--- src/rtl/uart_pkg.sv ---
// Shared encodings for the UART word-transmit arbiter: FSM states, mux select values, byte width.
// Constants and types only.
package uart_pkg;

    typedef enum logic [2:0] {
        IDLE  = 3'd0,
        LATCH = 3'd1,
        SEND  = 3'd2,
        WAIT  = 3'd3,
        ACK   = 3'd4
    } state_t;

    // Values match the external Mux_2in_1out select (A_TO_OUT / B_TO_OUT).
    localparam logic SEL_A = 1'b0;
    localparam logic SEL_B = 1'b1;

    localparam int BYTE_W = 8;

endpackage

--- src/rtl/rr_arbiter2.sv ---
// Two-way round-robin grant: combinational grant from the requests, last_grant updated on demand.
// Zero-cycle grant; the caller decides when a grant is taken and when to advance priority.
module rr_arbiter2
    import uart_pkg::*;
(
    input  logic clk,
    input  logic rst,
    input  logic req_a,
    input  logic req_b,
    input  logic update,
    input  logic update_src,
    output logic grant_vld,
    output logic grant_src
);

    logic last_grant;

    // Reset to B so that A wins the first tie.
    always_ff @(posedge clk or negedge rst) begin
        if (!rst) begin
            last_grant <= SEL_B;
        end else if (update) begin
            last_grant <= update_src;
        end
    end

    always_comb begin
        grant_vld = req_a | req_b;
        grant_src = SEL_A;
        if (req_a && req_b) begin
            grant_src = ~last_grant;
        end else if (req_b) begin
            grant_src = SEL_B;
        end
    end

endmodule

--- src/rtl/uart_tx_arbiter.sv ---
// Arbitrates two word sources onto one UART TX, latching the mux word and sending it LSB byte first.
// tx_start two edges after the grant edge; holds in SEND while tx_busy, waits for tx_done per byte.
module uart_tx_arbiter
    import uart_pkg::*;
#(
    parameter int LENGTH = 32
) (
    input  logic              clk,
    input  logic              rst,
    input  logic              req_a,
    input  logic              req_b,
    output logic              ack_a,
    output logic              ack_b,
    output logic              sel,
    input  logic [LENGTH-1:0] mux_q,
    output logic [7:0]        tx_data,
    output logic              tx_start,
    input  logic              tx_busy,
    input  logic              tx_done
);

    localparam int NBYTES = LENGTH / BYTE_W;
    localparam int CNT_W  = (NBYTES > 1) ? $clog2(NBYTES) : 1;
    localparam logic [CNT_W-1:0] LAST_BYTE = CNT_W'(NBYTES - 1);

    state_t              state;
    state_t              state_nxt;
    logic [CNT_W-1:0]    byte_cnt;
    logic [LENGTH-1:0]   word_reg;

    logic                arb_vld;
    logic                arb_src;
    logic                grant_take;
    logic                load_word;
    logic                send_byte;
    logic                next_byte;
    logic                ack_set;

    rr_arbiter2 u_arb (
        .clk        (clk),
        .rst        (rst),
        .req_a      (req_a),
        .req_b      (req_b),
        .update     (state == ACK),
        .update_src (sel),
        .grant_vld  (arb_vld),
        .grant_src  (arb_src)
    );

    always_ff @(posedge clk or negedge rst) begin
        if (!rst) begin
            state <= IDLE;
        end else begin
            state <= state_nxt;
        end
    end

    always_comb begin
        state_nxt  = state;
        grant_take = 1'b0;
        load_word  = 1'b0;
        send_byte  = 1'b0;
        next_byte  = 1'b0;
        ack_set    = 1'b0;
        case (state)
            IDLE: begin
                if (arb_vld) begin
                    grant_take = 1'b1;
                    state_nxt  = LATCH;
                end
            end
            LATCH: begin
                load_word = 1'b1;
                state_nxt = SEND;
            end
            SEND: begin
                if (!tx_busy) begin
                    send_byte = 1'b1;
                    state_nxt = WAIT;
                end
            end
            WAIT: begin
                if (tx_done) begin
                    if (byte_cnt == LAST_BYTE) begin
                        ack_set   = 1'b1;
                        state_nxt = ACK;
                    end else begin
                        next_byte = 1'b1;
                        state_nxt = SEND;
                    end
                end
            end
            ACK: begin
                state_nxt = IDLE;
            end
            default: begin
                state_nxt = IDLE;
            end
        endcase
    end

    // Ack is registered on entry to ACK so it is high during the ACK cycle itself;
    // a requester dropping its level in that cycle is not re-granted.
    always_ff @(posedge clk or negedge rst) begin
        if (!rst) begin
            sel      <= SEL_A;
            tx_data  <= 8'h00;
            tx_start <= 1'b0;
            ack_a    <= 1'b0;
            ack_b    <= 1'b0;
            byte_cnt <= '0;
            word_reg <= '0;
        end else begin
            tx_start <= send_byte;
            ack_a    <= ack_set && (sel == SEL_A);
            ack_b    <= ack_set && (sel == SEL_B);
            if (grant_take) begin
                sel <= arb_src;
            end
            if (load_word) begin
                word_reg <= mux_q;
                byte_cnt <= '0;
            end
            if (send_byte) begin
                tx_data <= word_reg[BYTE_W*byte_cnt +: BYTE_W];
            end
            if (next_byte) begin
                byte_cnt <= byte_cnt + CNT_W'(1);
            end
        end
    end

endmodule

--- config.mk ---
export PLATFORM = sky130hd
export DESIGN_NAME = uart_tx_arbiter
export DESIGN_NICKNAME = d
export VERILOG_FILES = /design/src/rtl/uart_pkg.sv /design/src/rtl/rr_arbiter2.sv /design/src/rtl/uart_tx_arbiter.sv
export SDC_FILE = /design/constraint.sdc
export NUM_CORES = 1
export LEC_CHECK = 0
export CAP_MARGIN = 20
export CORE_MARGIN = 2
export CORE_UTILIZATION = 45
export CTS_CLUSTER_SIZE = 25
export DETAILED_ROUTE_END_ITERATION = 10
export PLACE_DENSITY = 0.73
export SYNTH_ARGS = -nofsm -noshare
export SYNTH_HDL_FRONTEND = slang
export SYNTH_SLANG_ARGS = --single-unit
--- constraint.sdc ---
create_clock -name clk -period 2 [get_ports clk]
set_input_delay 0.4 -clock clk [delete_from_list [all_inputs] [get_ports clk]]
set_output_delay 0.4 -clock clk [all_outputs]
set_load 0.1 [all_outputs]
Word level (Yosys, flattened, before mapping)
Cells that the tools add are included.
{ "classes": {"n_addsub": 1, "mul": 0, "n_div": 0, "order_cmp": 0, "n_eq_ne": 8, "shifts": 1, "muxes": 20, "bitwise_logic": 3, "reduce_logical": 6} }
{ "op_table": {"columns": ["operator", "n"], "rows": [
  ["$shiftx A32 B6 Y8", 1],
  ["$mux W1", 13],
  ["$mux W3", 4],
  ["$pmux W3 S4", 1],
  ["$eq A3 B2 Y1 const B", 2],
  ["$ne A2 B2 Y1 const B", 3],
  ["$mux W2", 2],
  ["$eq A3 B1 Y1 const B", 1],
  ["$eq A3 B3 Y1 const B", 1],
  ["$logic_and A1 B1 Y1", 3],
  ["$logic_not A3 Y1", 1],
  ["$reduce_and A3 Y1", 1],
  ["$add A2 B1 Y2 const B", 1],
  ["$eq A2 B2 Y1 const B", 1],
  ["$not A1 Y1", 2],
  ["$reduce_bool A2 Y1", 1],
  ["$or A1 B1 Y1", 1]
]} }
{ "word_totals": {"register_bits": 50, "latchBits": 0, "ram_bits": 0, "mem_bits_ro": 0, "input_bits": 38, "wordCells": 48, "n_memories": 0} }

Logic depth before layout (Yosys ltp)
{ "logic_depth": {"ltp_word": 5, "ltp_mapped": 4} }

Cells and area by module
From an unflattened synthesis, not the netlist that was laid out.
{ "unflattened": {"hier_cells": 132, "hier_area_um2": 2189.6} }
{ "modules_own_cells": {"columns": ["mod", "instances", "cells_each", "area_per_inst_um2", "seq_area_each_um2"], "rows": [
  ["uart_tx_arbiter", 1, 128, 2134.5, 1226.2],
  ["rr_arbiter2", 1, 4, 55.1, 26.3]
]} }

Worst setup path before layout
OpenSTA, ideal clock, no wires.
{ "synth_timing": {"kind": "flip-flop to flip-flop", "startpoint": "reg byte_cnt[0]", "endpoint": "reg byte_cnt[1]", "setup_ps": 125, "t_arrival_ps": 1375, "slack_ps": 501, "stages_incl_launch_ff": 4, "n_path_buf": 0, "path_cell_list": "dfrtp_1 > ha_1 > nor4b_1 > mux2_2"} }
{ "synth_between": {"elab_chain_cells": 5} }
{ "synth_rtl": {"columns": ["item", "line", "source"], "rows": [
  ["start, declared", "uart_tx_arbiter.sv:28", "logic [CNT_W-1:0] byte_cnt;"],
  ["start signal, assigned", "uart_tx_arbiter.sv:128", "byte_cnt <= byte_cnt + CNT_W'(1);"],
  ["$eq A2 B2 Y1", "uart_tx_arbiter.sv:84", "if (byte_cnt == LAST_BYTE) begin"],
  ["$mux W1", "uart_tx_arbiter.sv:84", null],
  ["$mux W1", "uart_tx_arbiter.sv:83", "if (tx_done) begin"],
  ["$mux W1", "uart_tx_arbiter.sv:65", "case (state)"],
  ["$mux W2 / $reduce_bool A2 Y1 (equally long branches)", null, null]
]} }
Parallel ways exist; a longest one is shown, timed or not.
A chain may end at the register's enable or synchronous reset.

Final worst setup path
{ "layout_timing": {"startpoint": "reg state[1]", "endpoint": "reg byte_cnt[1]"} }
{ "layout_between": {"elab_chain_cells": 3} }
{ "layout_rtl": {"columns": ["item", "line", "source"], "rows": [
  ["start, declared", "uart_tx_arbiter.sv:26", "state_t state;"],
  ["start signal, assigned", "uart_tx_arbiter.sv:54", "state <= state_nxt;"],
  ["$eq A3 B2 Y1 / $eq A3 B1 Y1 (equally long branches)", "uart_tx_arbiter.sv:65", null],
  ["$mux W1", "uart_tx_arbiter.sv:65", null],
  ["$mux W2 / $reduce_bool A2 Y1 (equally long branches)", null, null]
]} }
Parallel ways exist; a longest one is shown, timed or not.

==> impl_results.md <==
- LEAKAGE: approximately 1.2 nW
- EDFF count, synth: 0
- Clock latency on the worst-skew pair: 0.30 ns
- Pwr dens: 1700 nW/um2
- Worst R2R Path Depth: 3
- Worst hold slack: ~0.099 ns
- Initial detailed-routing violation count: 29
- Crit path required time: about 2.2 ns
- DRC: 0
- R2R Path Start: state[1]$_DFFE_PN0P_
- Via density: ~5.3
- RSZ-0062 raised after global routing: false
- Hold Buf Count CTS: 0
- Slew headroom: approximately three fifths
- # IOs: 50
- Post-Syn Area: ~2100 um2
- Largest net degree at the start of global routing: 35
- Placed Area: between 2000 and 3000 um2
- Finished Core Util: 59.1%
- Layout cells sized above 1: around two fifths
- Clock sink count: 50
- Row count: 25
- Wirelength per Cell: approximately 16 um
- Area Overhead vs Synth: 28.4%
- WL final: ~3.8 mm
- Post-synth top area cell: dfrtp_1
- Syn Area/Cell: about 16 um2
- Placer congestion estimate: 0.690
- Reg-to-reg slack, setup: 0.43 ns
- Most instantiated cells after synthesis: 49 x dfrtp_1, 39 x mux2_2, 8 x mux4_2, 5 x nand2_1
- Delay-heaviest family, CP: simple AND/OR/NAND/NOR gates
- Crit path buffers/inverters: 0
- Cts bufs inserted: 5
- Final nets: approximately 230
- Max reg flops: 32
- Post-synth ARST share: 100%
- Syn Inst Count: approximately 130
- Dominant cells by area after synthesis: dfrtp_1 57%, mux2_2 20%, mux4_2 8.4%, mux2_1 1.6%, buf_4 1.4%
- Crit path max fanout: 8
- Run status: completed
- Critical Path AT: about 1.8 ns
- Least-Margin Pin Slew: approximately 0.63 ns
- IR drop worst, VDD: 0.000630 V
- Fin crit share: ~78%
- Total grt overflow: 0
- Setup crit end: byte_cnt[1]$_DFFE_PN0P_
- TritonRoute pass-1 iters: 4
- Critical path launch point: state[1]$_DFFE_PN0P_
- ANT cells: 0
- First-pass GRT wire length: approximately 6.5 mm
- Die ar.: around 5300 um2
- Final ANT Viol Nets: 0
- Worst R2R End: byte_cnt[1]$_DFFE_PN0P_
- Via Count: approximately 1300
- Synthesis Warnings: 0
- Overall power: approximately 4.7 mW
- H-tree depth: 2
- Critical Path Source Type: flip-flop
- Crit. path cell count: 3
- Cell with the most instances after synthesis: dfrtp_1
- Min-Delay Path Class: primary input to asynchronous set/reset pin
- Yosys reg bits: 50
- Setup bufs post-CTS: 0
- CP Capture Type: flip-flop
- Initial Util: roughly 46%
- Finish-stage setup viols: 0
- Register area share after synthesis: 58.4%
- Post-synth net total: roughly 170
- Setup TNS: 0 ns
- Finished Cell Area: roughly 2800 um2
- Chip Width: ~73 um
- CTS Buffer Depth: 2
- Crit path largest cell delay: ~0.53 ns
- Clk_skew: approximately 0.014 ns
- GRT Resource Usage Total: roughly 16%
- Prevailing post-synth register cell: dfrtp_1
- Register clock-pin slew on the reported worst setup and hold paths: ~0.090 ns
- Core footprint: about 4700 um2
- Die H: about 73 um
- Crit-path slowest cell: dfrtp_1
- CTS resizes: 0
- Vias in the first global route: 1442
- Critical path class: flip-flop to flip-flop
- Max Cap Viol: 0
- Share of the synthesized area in the top cell type: around 57%
- CP cell instances: nand2_1, nor4b_1, mux2_2
- Synth cell types: 25
- Root buffer cell: clkbuf_8
- Fmax achieved: approximately 0.64 GHz
- Port Buffers: 49
- Slew Viols, Final: 0
- Post-DP HPWL: roughly 2.8 mm
- CTS tree: yes
- Tmin final: about 1.6 ns
- Hold Fails Final Rpt: 0
- Initial antenna violation count: 0
## power breakdown
group	switching (mW)	total, mW	internal (mW)
Sequential	0.298	1.80	1.50
Clock	0.316	0.559	0.243
Combinational	1.26	2.31	1.06
Total	1.87	4.67	2.80
## per-layer routing
layer / wire length, um / GRT usage (%) / part of all wire, %
met1: 1600 / 18.6 / 42
met2: 1930 / 28.0 / 51
met3: 247 / 5.66 / 6.5
met4: 42 / 5.56 / 1.1
met5: 0 / 0 / 0
## worst reg2reg max path: stages (launching register included)
cell and delay, ns:
dfrtp_1 0.53, nand2_1 0.16, nor4b_1 0.39, mux2_2 0.38
## layout make-up
class,instances,area (um2)
tap,54,67.6
fill,369,1910
sequential,50,1250
clock buffer,6,72.6
timing repair buffer,56,520
multi-input combinational,74,831
clock inverter,2,10.0
## cells in the final DEF (no fill, tap or decap), drive strengths merged, types with 2 or more instances in the layout
master,synthesis,final
buf,8,20
clkbuf,0,6
clkdlybuf4s50,0,36
clkinv,0,2
dfrtp,49,49
mux2,42,42
mux4,8,8
nand2,5,5
nor2,2,2
nor3,4,4
nor4b,2,2
## worst min-delay path by stage
stage / slack, ns / from / end / depth (start not counted)
after global routing: 0.15 / rst / state[0]$_DFFE_PN0P_ / 1
after global placement: 0.45 / rst / state[0]$_DFFE_PN0P_ / 1
after CTS: 0.12 / rst / state[0]$_DFFE_PN0P_ / 1
after floorplan: 0.10 / rst / ack_a$_DFF_PN0_ / 0
after detailed placement: 0.46 / rst / state[0]$_DFFE_PN0P_ / 1
final: 0.1 / rst / state[0]$_DFFE_PN0P_ / 1
## metrics by stage
stage | instances | setup WS (ns)
floorplan | 132 | 0.501
CTS | 242 | 0.421
detailed placement | 234 | 0.121
global placement | 234 | 0.141
global route | 242 | 0.308
finish | 242 | 0.430
## cells by family (layout without fill, tap and decap cells)
family | count (synthesis) | count (layout) | synth area share [%]
mux | 51 | 51 | 30.9
flops | 50 | 50 | 58.4
simple gates | 19 | 19 | 6.07
buf+inv | 8 | 64 | 2.86
compound gates | 3 | 3 | 1.17
fa+ha+maj | 1 | 1 | 0.583
(Power assumes the default switching activity.)
